<file path="config.mk">
export PLATFORM = sky130hd
export DESIGN_NAME = aes_state_loader_flat
export DESIGN_NICKNAME = d
export VERILOG_FILES = /design/src/rtl/aes_state_loader_pkg.sv /design/src/rtl/aes_state_loader_if.sv /design/src/rtl/aes_word_assembler.sv /design/src/rtl/aes_state_loader.sv /design/src/flat_wrapper.sv
export SDC_FILE = /design/constraint.sdc
export NUM_CORES = 1
export LEC_CHECK = 0
export ABC_AREA = 0
export BUFFER_PORTS_ARGS = -buffer_cell sky130_fd_sc_hd__buf_2
export CAP_MARGIN = 30
export CORE_MARGIN = 1.5
export CORE_UTILIZATION = 45
export CTS_BUF_LIST = sky130_fd_sc_hd__clkbuf_8
export CTS_CLUSTER_DIAMETER = 30
export DETAILED_ROUTE_END_ITERATION = 6
export PLACE_DENSITY = 0.81
export SLEW_MARGIN = 5
export SYNTH_ARGS = -nofsm -noshare
export SYNTH_HDL_FRONTEND = slang
export SYNTH_SLANG_ARGS = --single-unit
</file>
<file path="constraint.sdc">
create_clock -name clk -period 4.65 [get_ports clk]
set_input_delay 0.6975 -clock clk [delete_from_list [all_inputs] [get_ports clk]]
set_output_delay 0.6975 -clock clk [all_outputs]
set_load 0.02 [all_outputs]
</file>
<file path="src/rtl/aes_state_loader_pkg.sv">
// Shared types and constants for the AES state loader slice.
package aes_state_loader_pkg;

    // Loader FSM states.
    typedef enum logic [1:0] {
        StIdle  = 2'd0,
        StIssue = 2'd1,
        StRun   = 2'd2
    } state_e;

    localparam int unsigned NumRoundsDefault = 10;

    localparam int unsigned WordW    = 32;
    localparam int unsigned NumWords = 4;
    localparam int unsigned BlockW   = WordW * NumWords;

    // Word index to block bit-slice LSB: idx 0 is the most significant word.
    localparam int unsigned WordLsb [NumWords] = '{96, 64, 32, 0};

endpackage

</file>
<file path="src/rtl/aes_state_loader_if.sv">
// Write/start/handshake bus between a block producer and the state loader.
interface aes_state_loader_if;
    import aes_state_loader_pkg::*;

    logic              wr_en;
    logic              wr_sel;
    logic [1:0]        wr_idx;
    logic [WordW-1:0]  wr_data;
    logic              start;
    logic              out_ready;
    logic [BlockW-1:0] state;
    logic [BlockW-1:0] key;
    logic              out_valid;
    logic              busy;
    logic [3:0]        round_cnt;
    logic              done;
    logic              err;

    // Producer / round-core side.
    modport master (
        output wr_en, wr_sel, wr_idx, wr_data, start, out_ready,
        input  state, key, out_valid, busy, round_cnt, done, err
    );

    // Loader side.
    modport slave (
        input  wr_en, wr_sel, wr_idx, wr_data, start, out_ready,
        output state, key, out_valid, busy, round_cnt, done, err
    );

endinterface

</file>
<file path="src/rtl/aes_word_assembler.sv">
// 4x32 word register file with a per-word valid mask, assembled into one 128-bit block.
module aes_word_assembler
    import aes_state_loader_pkg::*;
(
    input  logic              clk_i,
    input  logic              rst_i,
    input  logic              wr_en_i,
    input  logic [1:0]        wr_idx_i,
    input  logic [WordW-1:0]  wr_data_i,
    input  logic              clr_mask_i,
    output logic [BlockW-1:0] data_o,
    output logic [3:0]        mask_o,
    // Mask would be complete once this cycle's write lands.
    output logic              full_nxt_o
);

    logic [3:0] mask_q, mask_d;
    logic [3:0] wr_onehot;

    // Decode the write index into a one-hot word select.
    always_comb begin
        wr_onehot = 4'b0000;
        if (wr_en_i) begin
            wr_onehot = 4'b0001 << wr_idx_i;
        end
    end

    // Mask next-state: accumulate written words, clear on block hand-off.
    always_comb begin
        mask_d = mask_q | wr_onehot;
        if (clr_mask_i) begin
            mask_d = '0;
        end
    end

    // Mask register.
    always_ff @(posedge clk_i) begin
        if (rst_i) begin
            mask_q <= '0;
        end else begin
            mask_q <= mask_d;
        end
    end

    for (genvar w = 0; w < NumWords; w++) begin : g_word
        logic [WordW-1:0] word_q;

        // Word storage; data is kept across blocks until overwritten.
        always_ff @(posedge clk_i) begin
            if (rst_i) begin
                word_q <= '0;
            end else if (wr_onehot[w]) begin
                word_q <= wr_data_i;
            end
        end

        assign data_o[WordLsb[w] +: WordW] = word_q;
    end

    assign mask_o     = mask_q;
    assign full_nxt_o = &(mask_q | wr_onehot);

endmodule

</file>
<file path="src/rtl/aes_state_loader.sv">
// Collects plaintext and key words, issues the block to the round core and tracks rounds.
module aes_state_loader
    import aes_state_loader_pkg::*;
#(
    parameter int unsigned NUM_ROUNDS = NumRoundsDefault
) (
    input  logic                clk,
    input  logic                rst,
    aes_state_loader_if.slave   bus
);

    localparam logic [3:0] LastRound = 4'(NUM_ROUNDS);

    state_e     state_q, state_d;
    logic [3:0] round_q, round_d;
    logic       err_q, err_d;

    logic       idle;
    logic       handshake;
    logic       pt_we, key_we;
    logic       pt_full_nxt, key_full_nxt;
    logic [3:0] pt_mask, key_mask;

    assign idle      = (state_q == StIdle);
    assign handshake = (state_q == StIssue) && bus.out_ready;
    assign pt_we     = idle && bus.wr_en && !bus.wr_sel;
    assign key_we    = idle && bus.wr_en && bus.wr_sel;

    aes_word_assembler u_pt (
        .clk_i      (clk),
        .rst_i      (rst),
        .wr_en_i    (pt_we),
        .wr_idx_i   (bus.wr_idx),
        .wr_data_i  (bus.wr_data),
        .clr_mask_i (handshake),
        .data_o     (bus.state),
        .mask_o     (pt_mask),
        .full_nxt_o (pt_full_nxt)
    );

    aes_word_assembler u_key (
        .clk_i      (clk),
        .rst_i      (rst),
        .wr_en_i    (key_we),
        .wr_idx_i   (bus.wr_idx),
        .wr_data_i  (bus.wr_data),
        .clr_mask_i (handshake),
        .data_o     (bus.key),
        .mask_o     (key_mask),
        .full_nxt_o (key_full_nxt)
    );

    // Next-state, round counter and error detection.
    always_comb begin
        state_d = state_q;
        round_d = round_q;
        err_d   = 1'b0;
        unique case (state_q)
            StIdle: begin
                // Start sees the masks including a write in the same cycle.
                if (bus.start) begin
                    if (pt_full_nxt && key_full_nxt) begin
                        state_d = StIssue;
                    end else begin
                        err_d = 1'b1;
                    end
                end
            end
            StIssue: begin
                err_d = bus.wr_en || bus.start;
                if (bus.out_ready) begin
                    state_d = StRun;
                    round_d = 4'd1;
                end
            end
            StRun: begin
                err_d = bus.wr_en || bus.start;
                if (round_q == LastRound) begin
                    state_d = StIdle;
                    round_d = 4'd0;
                end else begin
                    round_d = round_q + 4'd1;
                end
            end
            default: begin
                state_d = StIdle;
                round_d = 4'd0;
            end
        endcase
    end

    // State, round counter and error pulse registers.
    always_ff @(posedge clk) begin
        if (rst) begin
            state_q <= StIdle;
            round_q <= 4'd0;
            err_q   <= 1'b0;
        end else begin
            state_q <= state_d;
            round_q <= round_d;
            err_q   <= err_d;
        end
    end

    assign bus.out_valid = (state_q == StIssue);
    assign bus.busy      = !idle;
    assign bus.round_cnt = round_q;
    assign bus.done      = (state_q == StRun) && (round_q == LastRound);
    assign bus.err       = err_q;

    // Masks are only consumed through the look-ahead full flags.
    logic unused_masks;
    assign unused_masks = ^{pt_mask, key_mask};

endmodule
</file>
<file path="src/flat_wrapper.sv">
// flat-port wrapper written by rule: the top's interface ports become plain ports
module aes_state_loader_flat import aes_state_loader_pkg::*;
#(
    parameter int unsigned NUM_ROUNDS = NumRoundsDefault
)
  (clk, rst, bus_wr_en, bus_wr_sel, bus_wr_idx, bus_wr_data, bus_start, bus_out_ready, bus_state, bus_key, bus_out_valid, bus_busy, bus_round_cnt, bus_done, bus_err);
  aes_state_loader_if bus_i ();
  input  logic clk;
  input  logic rst;
  input wire logic [$bits(bus_i.wr_en)-1:0] bus_wr_en;
  input wire logic [$bits(bus_i.wr_sel)-1:0] bus_wr_sel;
  input wire logic [$bits(bus_i.wr_idx)-1:0] bus_wr_idx;
  input wire logic [$bits(bus_i.wr_data)-1:0] bus_wr_data;
  input wire logic [$bits(bus_i.start)-1:0] bus_start;
  input wire logic [$bits(bus_i.out_ready)-1:0] bus_out_ready;
  output wire logic [$bits(bus_i.state)-1:0] bus_state;
  output wire logic [$bits(bus_i.key)-1:0] bus_key;
  output wire logic [$bits(bus_i.out_valid)-1:0] bus_out_valid;
  output wire logic [$bits(bus_i.busy)-1:0] bus_busy;
  output wire logic [$bits(bus_i.round_cnt)-1:0] bus_round_cnt;
  output wire logic [$bits(bus_i.done)-1:0] bus_done;
  output wire logic [$bits(bus_i.err)-1:0] bus_err;
  assign bus_i.wr_en = bus_wr_en;
  assign bus_i.wr_sel = bus_wr_sel;
  assign bus_i.wr_idx = bus_wr_idx;
  assign bus_i.wr_data = bus_wr_data;
  assign bus_i.start = bus_start;
  assign bus_i.out_ready = bus_out_ready;
  assign bus_state = bus_i.state;
  assign bus_key = bus_i.key;
  assign bus_out_valid = bus_i.out_valid;
  assign bus_busy = bus_i.busy;
  assign bus_round_cnt = bus_i.round_cnt;
  assign bus_done = bus_i.done;
  assign bus_err = bus_i.err;
  aes_state_loader #(.NUM_ROUNDS(NUM_ROUNDS)) u_core (.clk(clk), .rst(rst), .bus(bus_i));
endmodule
</file>
* Yosys cells after proc, flatten, opt, wreduce, memory -nomap -nowiden
Index checks and enable logic that the tools add are counted.
Word-level totals: flip-flop bits (word level) 271, input port bits 40, output and inout bits 264, word-level logic and storage cells 54
Cells by class: add/sub/neg operators 1, equal/unequal tests 7, shift operators 1, muxes and demuxes 13, bitwise logic cells 3, reduce and logical (&&, ||, !) cells 16
Operator list (count):
- two-way mux 4 bit | 4
- case mux 4 bit (3 select lines) | 1
- AND reduction 4 bit | 3
- two-way mux 2 bit | 4
- OR 4 bit | 2
- logical AND 1 bit | 6
- inequality test 2 bit, second input constant | 3
- case mux 2 bit (3 select lines) | 1
- adder 4 x 1 -> 4 bit, second input constant | 1
- equality test 4 bit, second input constant | 1
- OR reduction 2 bit | 2
- left shift 1 x 2 -> 4 bit, first input constant | 1
- equality test 2 x 1 -> 1 bit, second input constant | 1
- equality test 2 bit, second input constant | 1
- logical NOT 1 bit | 2
- logical NOT 2 bit | 1
- two-way mux 1 bit | 2
- inequality test 2 x 1 -> 1 bit, second input constant | 1
- case mux 1 bit (2 select lines) | 1
- AND reduction 2 bit | 1
- logical OR 1 bit | 1
- NOT 1 bit | 1

* Longest topological paths before layout
Gate-level depths: netlist of run 1.
depth after elaboration 10, depth in mapped cells 8, gate-level depth less buffers 7

* By module
Synthesis of run 1 repeated with hierarchy kept, for this count alone.
Unflattened totals: cells, all modules 1217, area total of the unflattened synthesis 9760.6 µm²
By module, submodules not included:
- aes_word_assembler | instances 2, cells an instance 580, area each 4639.4 µm², sequential area each 2642.5 µm²
- aes_state_loader | instances 1, cells an instance 57, area each 481.7 µm², sequential area each 140.1 µm²

* Worst setup path before layout of run 1
No wires, ideal clock.
kind input-to-reg, from input bus_wr_idx[0], to register u_core.state_q[0], library setup time 0.122 ns, arrival 1.964 ns, data required time 4.528 ns, path slack 2.565 ns, stages on the path 4, path buffers 0, path through nor3b_2 > a21oi_1 > or4_4 > o311a_1
On the way: cells in the longest elaborated chain, start to end 7, elaborated cells on any way between the ends 10
Ends and longest elaborated chain:
- start, declared | line flat_wrapper.sv:12 | input wire logic [$bits(bus_i.wr_idx)-1:0] bus_wr_idx;
- left shift 1 x 2 -> 4 bit (*) | line aes_word_assembler.sv:24 | wr_onehot = 4'b0001 << wr_idx_i;
- two-way mux 4 bit | line aes_word_assembler.sv:23 | if (wr_en_i) begin
- OR 4 bit | line aes_word_assembler.sv:61 | assign full_nxt_o = &(mask_q | wr_onehot);
- AND reduction 4 bit | line aes_word_assembler.sv:61
- logical AND 1 bit (*) | line aes_state_loader.sv:62 | if (pt_full_nxt && key_full_nxt) begin
- inequality test 2 bit (no source line) (*)
- AND reduction 4 bit (no source line) (*)
- end signal, assigned | line aes_state_loader.sv:95 | state_q <= StIdle;
- end signal, assigned | line aes_state_loader.sv:99 | state_q <= state_d;
- end, declared | line aes_state_loader.sv:14 | state_e state_q, state_d;
Every way passes the cells marked *; elsewhere a longest branch is shown, timed or not. A chain may end at the register's enable or synchronous reset.

* Worst setup path after layout of run 1
from register u_core.state_q[0], to register u_core.u_pt.g_word[2].word_q[17]
On the way: cells in the longest elaborated chain, start to end 4
Ends and longest elaborated chain:
- logical NOT 2 bit | line aes_state_loader.sv:24 | assign idle = (state_q == StIdle);
- logical AND 1 bit (2 in series) | line aes_state_loader.sv:26 | assign pt_we = idle && bus.wr_en && !bus.wr_sel;
- two-way mux 4 bit | line aes_word_assembler.sv:23
- end signal, assigned | line aes_word_assembler.sv:53 | word_q <= wr_data_i;
- end, declared | line aes_word_assembler.sv:46 | logic [WordW-1:0] word_q;
Every way passes these cells.

==> results of run 1 <==
==> how the worst max path moves through the flow <==
stage | cells past startpoint | end
after floorplan | 4 | u_core.state_q[0]
after global placement | 6 | u_core.u_pt.g_word[1].word_q[2]
after detailed placement | 7 | u_core.u_pt.g_word[2].word_q[29]
after CTS | 7 | u_core.u_pt.g_word[3].word_q[11]
after global routing | 7 | u_core.u_pt.g_word[3].word_q[23]
final | 7 | u_core.u_pt.g_word[2].word_q[17]
==> per-stage QoR <==
stage | hold WS [ps] | std cells | worst slack (ps)
4_1_cts | 429 | 1833 | 2070
6_report | 449 | 1833 | 2050
3_3_place_gp | 435 | 1731 | 1960
3_5_place_dp | 441 | 1735 | 2050
5_1_grt | 435 | 1833 | 1830
2_1_floorplan | 423 | 1252 | 2560
==> flip-flops by register name, summed over array words and instances (netlist names) <==
register / cells
u_core.bus.err: 1
u_core.bus.round_cnt: 4
u_core.state_q: 2
u_core.u_key.g_word.word_q: 128
u_core.u_key.mask_o: 4
u_core.u_pt.g_word.word_q: 128
u_core.u_pt.mask_o: 4
==> critical path: stages (launching register included) <==
cell and delay [ps]:
dfxtp_1 340, inv_1 150, ha_1 460, nor3b_2 380
and2_1 570, buf_4 390, nand2_1 90, a21oi_1 140
==> per-layer routing <==
metal	global-route usage, %	vias up	part of all wire [%]
li1	-	4550	-
met1	31.8	4346	39
met2	46.2	427	48
met3	7.38	76	9.4
met4	11.2	0	3.6
met5	0	-	0
==> power breakdown <==
part,switching (mW),internal [mW]
registers,0.0230,2.37
clock network,1.05,1.50
logic,0.255,0.0894
==> cells in the mapped netlist <==
master | count | share of area [%]
nand3b_1 | 1 | 0.077
nor2_1 | 14 | 0.54
buf_2 | 46 | 2.4
and3b_1 | 2 | 0.18
and3_1 | 1 | 0.065
nor3_1 | 5 | 0.26
nor3b_2 | 1 | 0.13
o311a_1 | 2 | 0.21
inv_1 | 8 | 0.31
clkbuf_1 | 68 | 2.6
o22ai_1 | 1 | 0.065
nor2b_1 | 3 | 0.19
a21oi_1 | 267 | 14
nor4_1 | 1 | 0.065
nand2b_1 | 1 | 0.065
dfxtp_1 | 271 | 56
or4_1 | 2 | 0.15
a221oi_1 | 2 | 0.18
a211oi_1 | 2 | 0.15
nand2_1 | 528 | 20
o21ai_0 | 7 | 0.36
mux2i_1 | 2 | 0.21
and2_1 | 3 | 0.19
or2_2 | 1 | 0.065
nand3_1 | 3 | 0.15
o211ai_1 | 1 | 0.077
ha_1 | 7 | 0.90
or4_4 | 2 | 0.23
==> cell usage in the layout, fill, tap and decap left out, types with 2 or more instances in the layout <==
master	count
nand2_1	528
buf_2	302
dfxtp_1	271
a21oi_1	267
clkbuf_8	62
inv_1	23
buf_4	14
nor2_1	12
clkinv_2	8
o21ai_0	7
ha_1	7
clkinv_4	5
bufinv_16	5
nor3_2	4
nand3_1	3
nor2b_1	3
and2_1	3
and3b_1	2
or4_1	2
a221oi_1	2
or4_4	2
a211oi_1	2
mux2i_1	2
o311a_1	2
clkinvlp_4	2
buf_6	2
buf_16	2
==> kinds of logic after synthesis <==
| kind of cell | Yosys count | synth area share (%) |
|---|---|---|
| simple gates | 568 | 22.8 |
| compound gates | 282 | 14.8 |
| flops | 271 | 55.9 |
| buf+inv | 122 | 5.32 |
| fa+ha+maj | 7 | 0.903 |
| mux | 2 | 0.206 |
==> final cells by class <==
class / count / area (sq um)
Multi-Input combinational cell: 859 / 3790
Timing Repair Buffer: 322 / 1730
Sequential cell: 271 / 5430
Clock buffer: 61 / 840
Tap cell: 275 / 344
Fill cell: 1860 / 8610
Clock inverter: 37 / 325
Inverter: 8 / 30.0
==> impl_results.md, run 1 <==
- Status: complete, no violations
- Die height: 150 um
- Reg2Reg Depth: 7
- Final setup viols: 0
- Layout area overhead: 28.7%
- Peak VDD IR: 0.230 mV
- Routed Wire Length: 31300 um
- Worst Path Arrival: 3080 ps
- Fmax: 385 MHz
- Worst hold path class: flip-flop to flip-flop
- Hold endpoint: u_core.u_pt.g_word[0].word_q[31]
- Clock sink total: 271
- Clk_lat worst skew: 570 ps
- Post-Syn Nets: 1299
- Slew headroom: 36.1%
- # IOs: 304
- Clk slew on worst S/H paths: 60 ps
- Syn Std Cell Area: 9700 sq um
- Count of port buffers added during placement: 303
- Drt first pass iters: 5
- Crit share post-route: 55.8%
- Slew Viols, Final: 0
- Worst reg2reg endpoint: u_core.u_pt.g_word[2].word_q[17]
- CP Class: flip-flop to flip-flop
- CTS HTree Levels: 2
- Post-DRT Antenna Nets: 0
- TritonCTS clock tree: done
- Max-cap violations: 0
- Tot Pwr: 5.28 mW
- Sequential share of the synthesized area: 55.9%
- Critical Path Sink Type: flip-flop
- First-pass GRT wire length: 47200 um
- Total die area: 22400 sq um
- Cell count of the worst hold path: 2
- Initial antenna violation count: 0
- Global Route Usage Sum: 27.0%
- Final count of hold timing violations: 0
- Longest Clk Path Bufs: 3
- Via count of the first global-routing pass: 8791
- PwrDens: 423 nW/um^2
- Avg Cell Area, Syn: 7.75 sq um
- Worst-Margin Slew: 958 ps
- Setup Total Neg Slack: 0 ps
- RSZ-0062 raised after global routing: false
- WL/cell: 17.1 um
- Yosys warns: 0
- Initial DRC count: 580
- Cell Rows: 53
- P_leak: 5.39 nW
- Final Instance Area: 12500 sq um
- Placed Area: 11300 sq um
- Layout cells sized above 1: 26.6%
- Hold_sp: u_core.u_pt.g_word[0].word_q[31]
- Clock buffer count from CTS: 53
- CP max FO: 21
- Largest net degree at the start of global routing: 144
- Setup bufs post-CTS: 0
- Drt via density: 5.13
- Core Area: 21100 sq um
- GRT overflow: 0
- Worst Skew: 21.3 ps
- Nets@finish: 1562
- CTS hold repair buffers: 0
- Worst reg2reg path startpoint: u_core.state_q[0]
- Mapped Cells: 1252
- Yosys cell types: 28
- Crit path required time: 5130 ps
- Die width: 150 um
- Routed via count: 9399
- Seq cells post-synth: 271
- R2R Setup Slk: 2050 ps
- Post-Route Utilization: 59.2%
- Critical Path Source: u_core.state_q[0]
- Hpwl dp: 20600 um
- PostCTS Resize Cnt: 0
- Fin crit period: 2600 ps
- Starting Density: 46.0%
- CP startpoint kind: flip-flop
- CTS Root Cell: clkbuf_8
- Gpl congestion: 0.808
- # DRC: 0
- Ant diodes: 0
Note: power is estimated with default switching activity, not from simulation.
==> inputs of run 2 (changes only) <==
- clock period: 4.65 -> 2.4 ns (I/O delays scaled with it)
==> impl_results.md, run 2 (synthesized netlist as in run 1, its figures left out) <==
- Status: complete, no violations
- PwrDens: 833 nW/um^2
- Max-cap violations: 0
- Multi-input gate area: 3800 sq um
- Most common cell after layout, fill and taps aside: nand2_1
- CP max FO: 8
- # DRC: 0
- Final count of hold timing violations: 0
- Worst path cell trace: inv_1, ha_2, and3_1, a21oi_1, or4_4, o311a_1
- Slew Viols, Final: 0
- Commonest cells after routing, fill and taps aside: nand2_1, buf_2, dfxtp_1
- CTS Root Cell: clkbuf_8
- Gpl congestion: 0.840
- WL/cell: 16.9 um
- GRT overflow: 0
- Longest Clk Path Bufs: 3
- # fillers: 1887
- Buffers & Inverters on Critical Path: 1
- Setup bufs post-CTS: 0
- Largest net degree at the start of global routing: 72
- Initial antenna violation count: 0
- Layout area overhead: 30.4%
- Clock sink total: 271
- Layout cells sized above 1: 27.8%
- Routed Wire Length: 31200 um
- Clk slew on worst S/H paths: 60 ps
- Hpwl dp: 21000 um
- Slew headroom: 65.9%
- Final setup viols: 0
- Worst hold path class: input port to flip-flop
- Die width: 150 um
- Worst Path Arrival: 2640 ps
- Setup Total Neg Slack: 0 ps
- Worst-Margin Slew: 509 ps
- Via count of the first global-routing pass: 8960
- Fin crit period: 2200 ps
- Slowest cell on crit path: or4_4
- Ant diodes: 0
- Non-filler cells, final: 1845
- Worst Skew: 14.3 ps
- CP max stage delay: 590 ps
- Total die area: 22400 sq um
- Routed via count: 9513
- # IOs: 304
- Storage cell area: 5430 sq um
- Critical Path Sink Type: flip-flop
- Drt via density: 5.16
- CTS HTree Levels: 2
- Clk_lat worst skew: 570 ps
- Number of instances in the placed design: 1752
- CP Class: flip-flop to flip-flop
- RSZ-0062 raised after global routing: false
- Initial DRC count: 452
- CTS hold repair buffers: 0
- Crit-path leading delay family: simple AND/OR/NAND/NOR gates
- Core Area: 21100 sq um
- Post-DRT Antenna Nets: 0
- Hold WS: 128 ps
- First-pass GRT wire length: 47100 um
- Crit path required time: 2840 ps
- P_leak: 5.45 nW
- CP startpoint kind: flip-flop
- Die height: 150 um
- Clock buffer count from CTS: 50
- Nets@finish: 1576
- Largest regs: u_core.u_key.g_word.word_q: 128 flops, u_core.u_pt.g_word.word_q: 128 flops
- Fmax: 455 MHz
- Peak VDD IR: 0.498 mV
- Cell Rows: 53
- Count of port buffers added during placement: 303
- Crit share post-route: 91.6%
- Global Route Usage Sum: 26.8%
- Drt first pass iters: 5
- TritonCTS clock tree: done
- Starting Density: 46.0%
[run 2: cell types whose count changed in the layout (fill, tap and decap cells not counted), moves of 2 or more]
cell,before,now
clkinv_4,5,2
inv_6,1,5
inv_1,23,14
bufinv_16,5,7
buf_16,2,0
buf_6,2,0
buf_4,14,33
buf_12,1,3
[run 2: final timing paths]
check,end,depth (start not counted),start,slack (ps)
worst min-delay path,u_core.u_key.g_word[0].word_q[17],3,bus_wr_data[17],130
worst max-delay path,u_core.state_q[0],6,u_core.state_q[0],200
worst max register to register,u_core.state_q[0],6,u_core.state_q[0],200
worst min register to register,u_core.u_key.g_word[3].word_q[12],2,u_core.u_key.g_word[3].word_q[12],450
[run 2: cell type report]
cell class,instances,share of cell area [%]
inverter,8,0.237
multi-input combinational,859,30.0
clock inverter,31,2.87
clock buffer,62,6.75
timing repair buffer,339,14.5
tap,275,2.72
sequential,271,42.9
[run 2: per-stage QoR]
| stage | setup slack (ps) | cell area (sq um) | utilization, % | total power [mW] |
|---|---|---|---|---|
| 3_3_place_gp | 312 | 11400 | 54.2 | 5.39 |
| 5_1_grt | 41.5 | 12600 | 60.0 | 10.9 |
| 3_5_place_dp | 176 | 11400 | 54.2 | 5.41 |
| 2_1_floorplan | 384 | 9700 | - | 5.15 |
| 4_1_cts | 167 | 12600 | 59.9 | 10.6 |
| 6_report | 203 | 12600 | 60.0 | 10.5 |
[run 2: timing repair]
action                                  4_1_cts  5_1_grt
endpoints found under the setup margin        0        3
resized for setup                             0        2
hold endpoints to repair                      0        0
[run 2: worst reg2reg max path, stage by stage (launching register included)]
cell	delay (ps)
dfxtp_1	340
inv_1	140
ha_2	270
and3_1	260
a21oi_1	120
or4_4	590
o311a_1	360
[run 2: where the power goes]
part	leakage (nW)	switching (mW)	total, mW	internal [mW]
Clock	0.641	2.06	5.21	3.15
Sequential	2.19	0.0440	4.64	4.60
Combinational	2.62	0.495	0.680	0.185
[run 2: metal layers]
metal	track usage [%]	wire (um)	vias up
met2	45.5	15100	481
met5	0	0	-
met1	32.1	12200	4385
li1	-	-	4574
met3	7.35	2990	73
met4	10.2	877	0
==> inputs of run 3 (changes only) <==
- ABC_AREA: 0 -> 1
==> impl_results.md, run 3 <==
- Most common cell after layout, fill and taps aside: nor2_1
- Nets@finish: 1584
- Max-cap violations: 0
- Drt via density: 5.03
- CP startpoint kind: flip-flop
- Post-DRT Antenna Nets: 0
- TritonCTS clock tree: done
- Die height: 148 um
- Worst hold path class: input port to flip-flop
- CP max stage delay: 390 ps
- Layout area overhead: 30.5%
- Yosys cell types: 18
- Yosys warns: 0
- Buffers & Inverters on Critical Path: 3
- CTS Root Cell: clkbuf_8
- Sequential share of the synthesized area: 57.1%
- Initial antenna violation count: 0
- Worst Skew: 25.0 ps
- Seq cells post-synth: 271
- Worst path most repeated cell: inv_1
- Gpl congestion: 0.829
- Final count of hold timing violations: 0
- Yosys top cell area share: 57.1%
- Core Area: 20500 sq um
- Clk slew on worst S/H paths: 50 ps
- Crit-path leading delay family: flip-flops
- Avg Cell Area, Syn: 7.71 sq um
- WL/cell: 16.4 um
- P_leak: 5.90 nW
- Post-synth EDFFs: 0
- # DRC: 0
- Die width: 148 um
- First-pass GRT wire length: 46300 um
- Worst path cell trace: inv_1, ha_1, inv_1, buf_2
- Commonest cells after routing, fill and taps aside: nor2_1, buf_2, dfxtp_1
- Clk_lat worst skew: 560 ps
- Layout cells sized above 1: 26.3%
- RSZ-0062 raised after global routing: false
- Worst Path Arrival: 1590 ps
- Longest Clk Path Bufs: 3
- Dominant synthesized flop cell: dfxtp_1
- Largest regs: u_core.u_key.g_word.word_q: 128 flops, u_core.u_pt.g_word.word_q: 128 flops
- GRT overflow: 0
- CP Class: flip-flop to primary output
- Syn Std Cell Area: 9510 sq um
- Ant diodes: 0
- Synth cell count leaders: nor2_1, dfxtp_1, o21ai_0, clkbuf_1, inv_1
- Post-synth ARST share: 0%
- # fillers: 1819
- PostCTS Resize Cnt: 0
- Number of instances in the placed design: 1757
- Routed Wire Length: 30300 um
- Via count of the first global-routing pass: 8733
- Multi-input gate area: 3640 sq um
- Largest net degree at the start of global routing: 82
- CP max FO: 4
- Fmax: 513 MHz
- Clock sink total: 271
- Crit path required time: 2040 ps
- # IOs: 304
- Worst-Margin Slew: 623 ps
- Crit share post-route: 81.2%
- Storage cell area: 5430 sq um
- Peak VDD IR: 0.591 mV
- Slew headroom: 58.2%
- Global Route Usage Sum: 26.9%
- Mapped Cells: 1233
- Count of port buffers added during placement: 303
- Critical Path Sink Type: primary output
- Hpwl dp: 20000 um
- Setup bufs post-CTS: 0
- Final setup viols: 0
- Leading area contributor after synthesis: dfxtp_1
- Cell Rows: 52
- Starting Density: 46.4%
- CTS HTree Levels: 2
- Routed via count: 9276
- Clock buffer count from CTS: 48
- Drt first pass iters: 5
- Post-Syn Nets: 1280
- Slew Viols, Final: 0
- Most numerous cell in the Yosys netlist: nor2_1
- Status: complete, no violations
- Initial DRC count: 480
- Non-filler cells, final: 1843
- Fin crit period: 1950 ps
- Synth area leaders: dfxtp_1, nor2_1, o21ai_0, clkbuf_1, inv_1
- Total die area: 22000 sq um
- Slowest cell on crit path: dfxtp_1
- Setup Total Neg Slack: 0 ps
- CTS hold repair buffers: 0
- PwrDens: 953 nW/um^2
run 3: cell types whose count changed after synthesis, moves of 3 or more:
cell / delta
a21oi_1: -249
nor3_1: -4
o21ai_0: +251
nand2_1: -499
inv_1: +26
nor2_1: +511
clkbuf_1: -13
buf_2: -25
and2_1: -3
nand2_2: +3
nor2b_1: -3
run 3: kinds of logic (layout without fill, tap and decap cells):
group / after synthesis / in the layout / synth area share [%]
compound gates: 279 / 279 / 14.7
fa+ha+maj: 7 / 7 / 0.921
buf+inv: 110 / 450 / 4.62
flops: 271 / 271 / 57.1
simple gates: 566 / 566 / 22.6
run 3: routing by layer:
metal / vias up / track usage [%] / wire length (um)
li1: 4534 / - / -
met1: 4223 / 33.8 / 12600
met2: 449 / 43.9 / 14100
met3: 70 / 7.06 / 2660
met4: 0 / 10.9 / 928
met5: - / 0 / 0
run 3: worst reg2reg max path: cells and delay by family (launching register included):
kind | cells | cell delay, ps
buffers and inverters | 3 | 640
adders and majority gates | 1 | 260
DFF | 1 | 340
and+or+nand+nor | 5 | 640
run 3: final cells by class:
type	count	share of cell area (%)
timing repair buffer	330	14.4
sequential	271	43.7
inverter	34	1.07
clock buffer	60	6.66
multi-input combinational	852	29.4
tap	270	2.72
clock inverter	26	2.05
run 3: per-stage QoR:
step,util (%),power [mW],worst slack [ps],cell area [sq um],hold slack (ps)
after CTS,60.5,11.9,431,12400,96.3
after floorplan,-,6.44,815,9510,429
after global placement,55.1,7.15,454,11300,445
final,60.5,11.8,451,12400,115
after detailed placement,55.3,7.22,473,11300,449
after global routing,60.5,12.4,216,12400,97.2
run 3: worst paths after layout:
kind / slack (ps) / from / depth (start not counted) / end
setup reg to reg: 460 / u_core.state_q[0] / 9 / u_core.u_key.g_word[1].word_q[21]
hold / removal: 120 / rst / 2 / u_core.bus.round_cnt[1]
setup / recovery: 450 / u_core.state_q[0] / 4 / bus_busy
hold reg to reg: 450 / u_core.u_pt.mask_o[1] / 2 / u_core.u_pt.mask_o[1]
run 3: where the power goes:
part           internal (mW)  switching, mW
Clock                   2.80           1.89
Sequential              4.86          0.183
Combinational          0.647           1.45
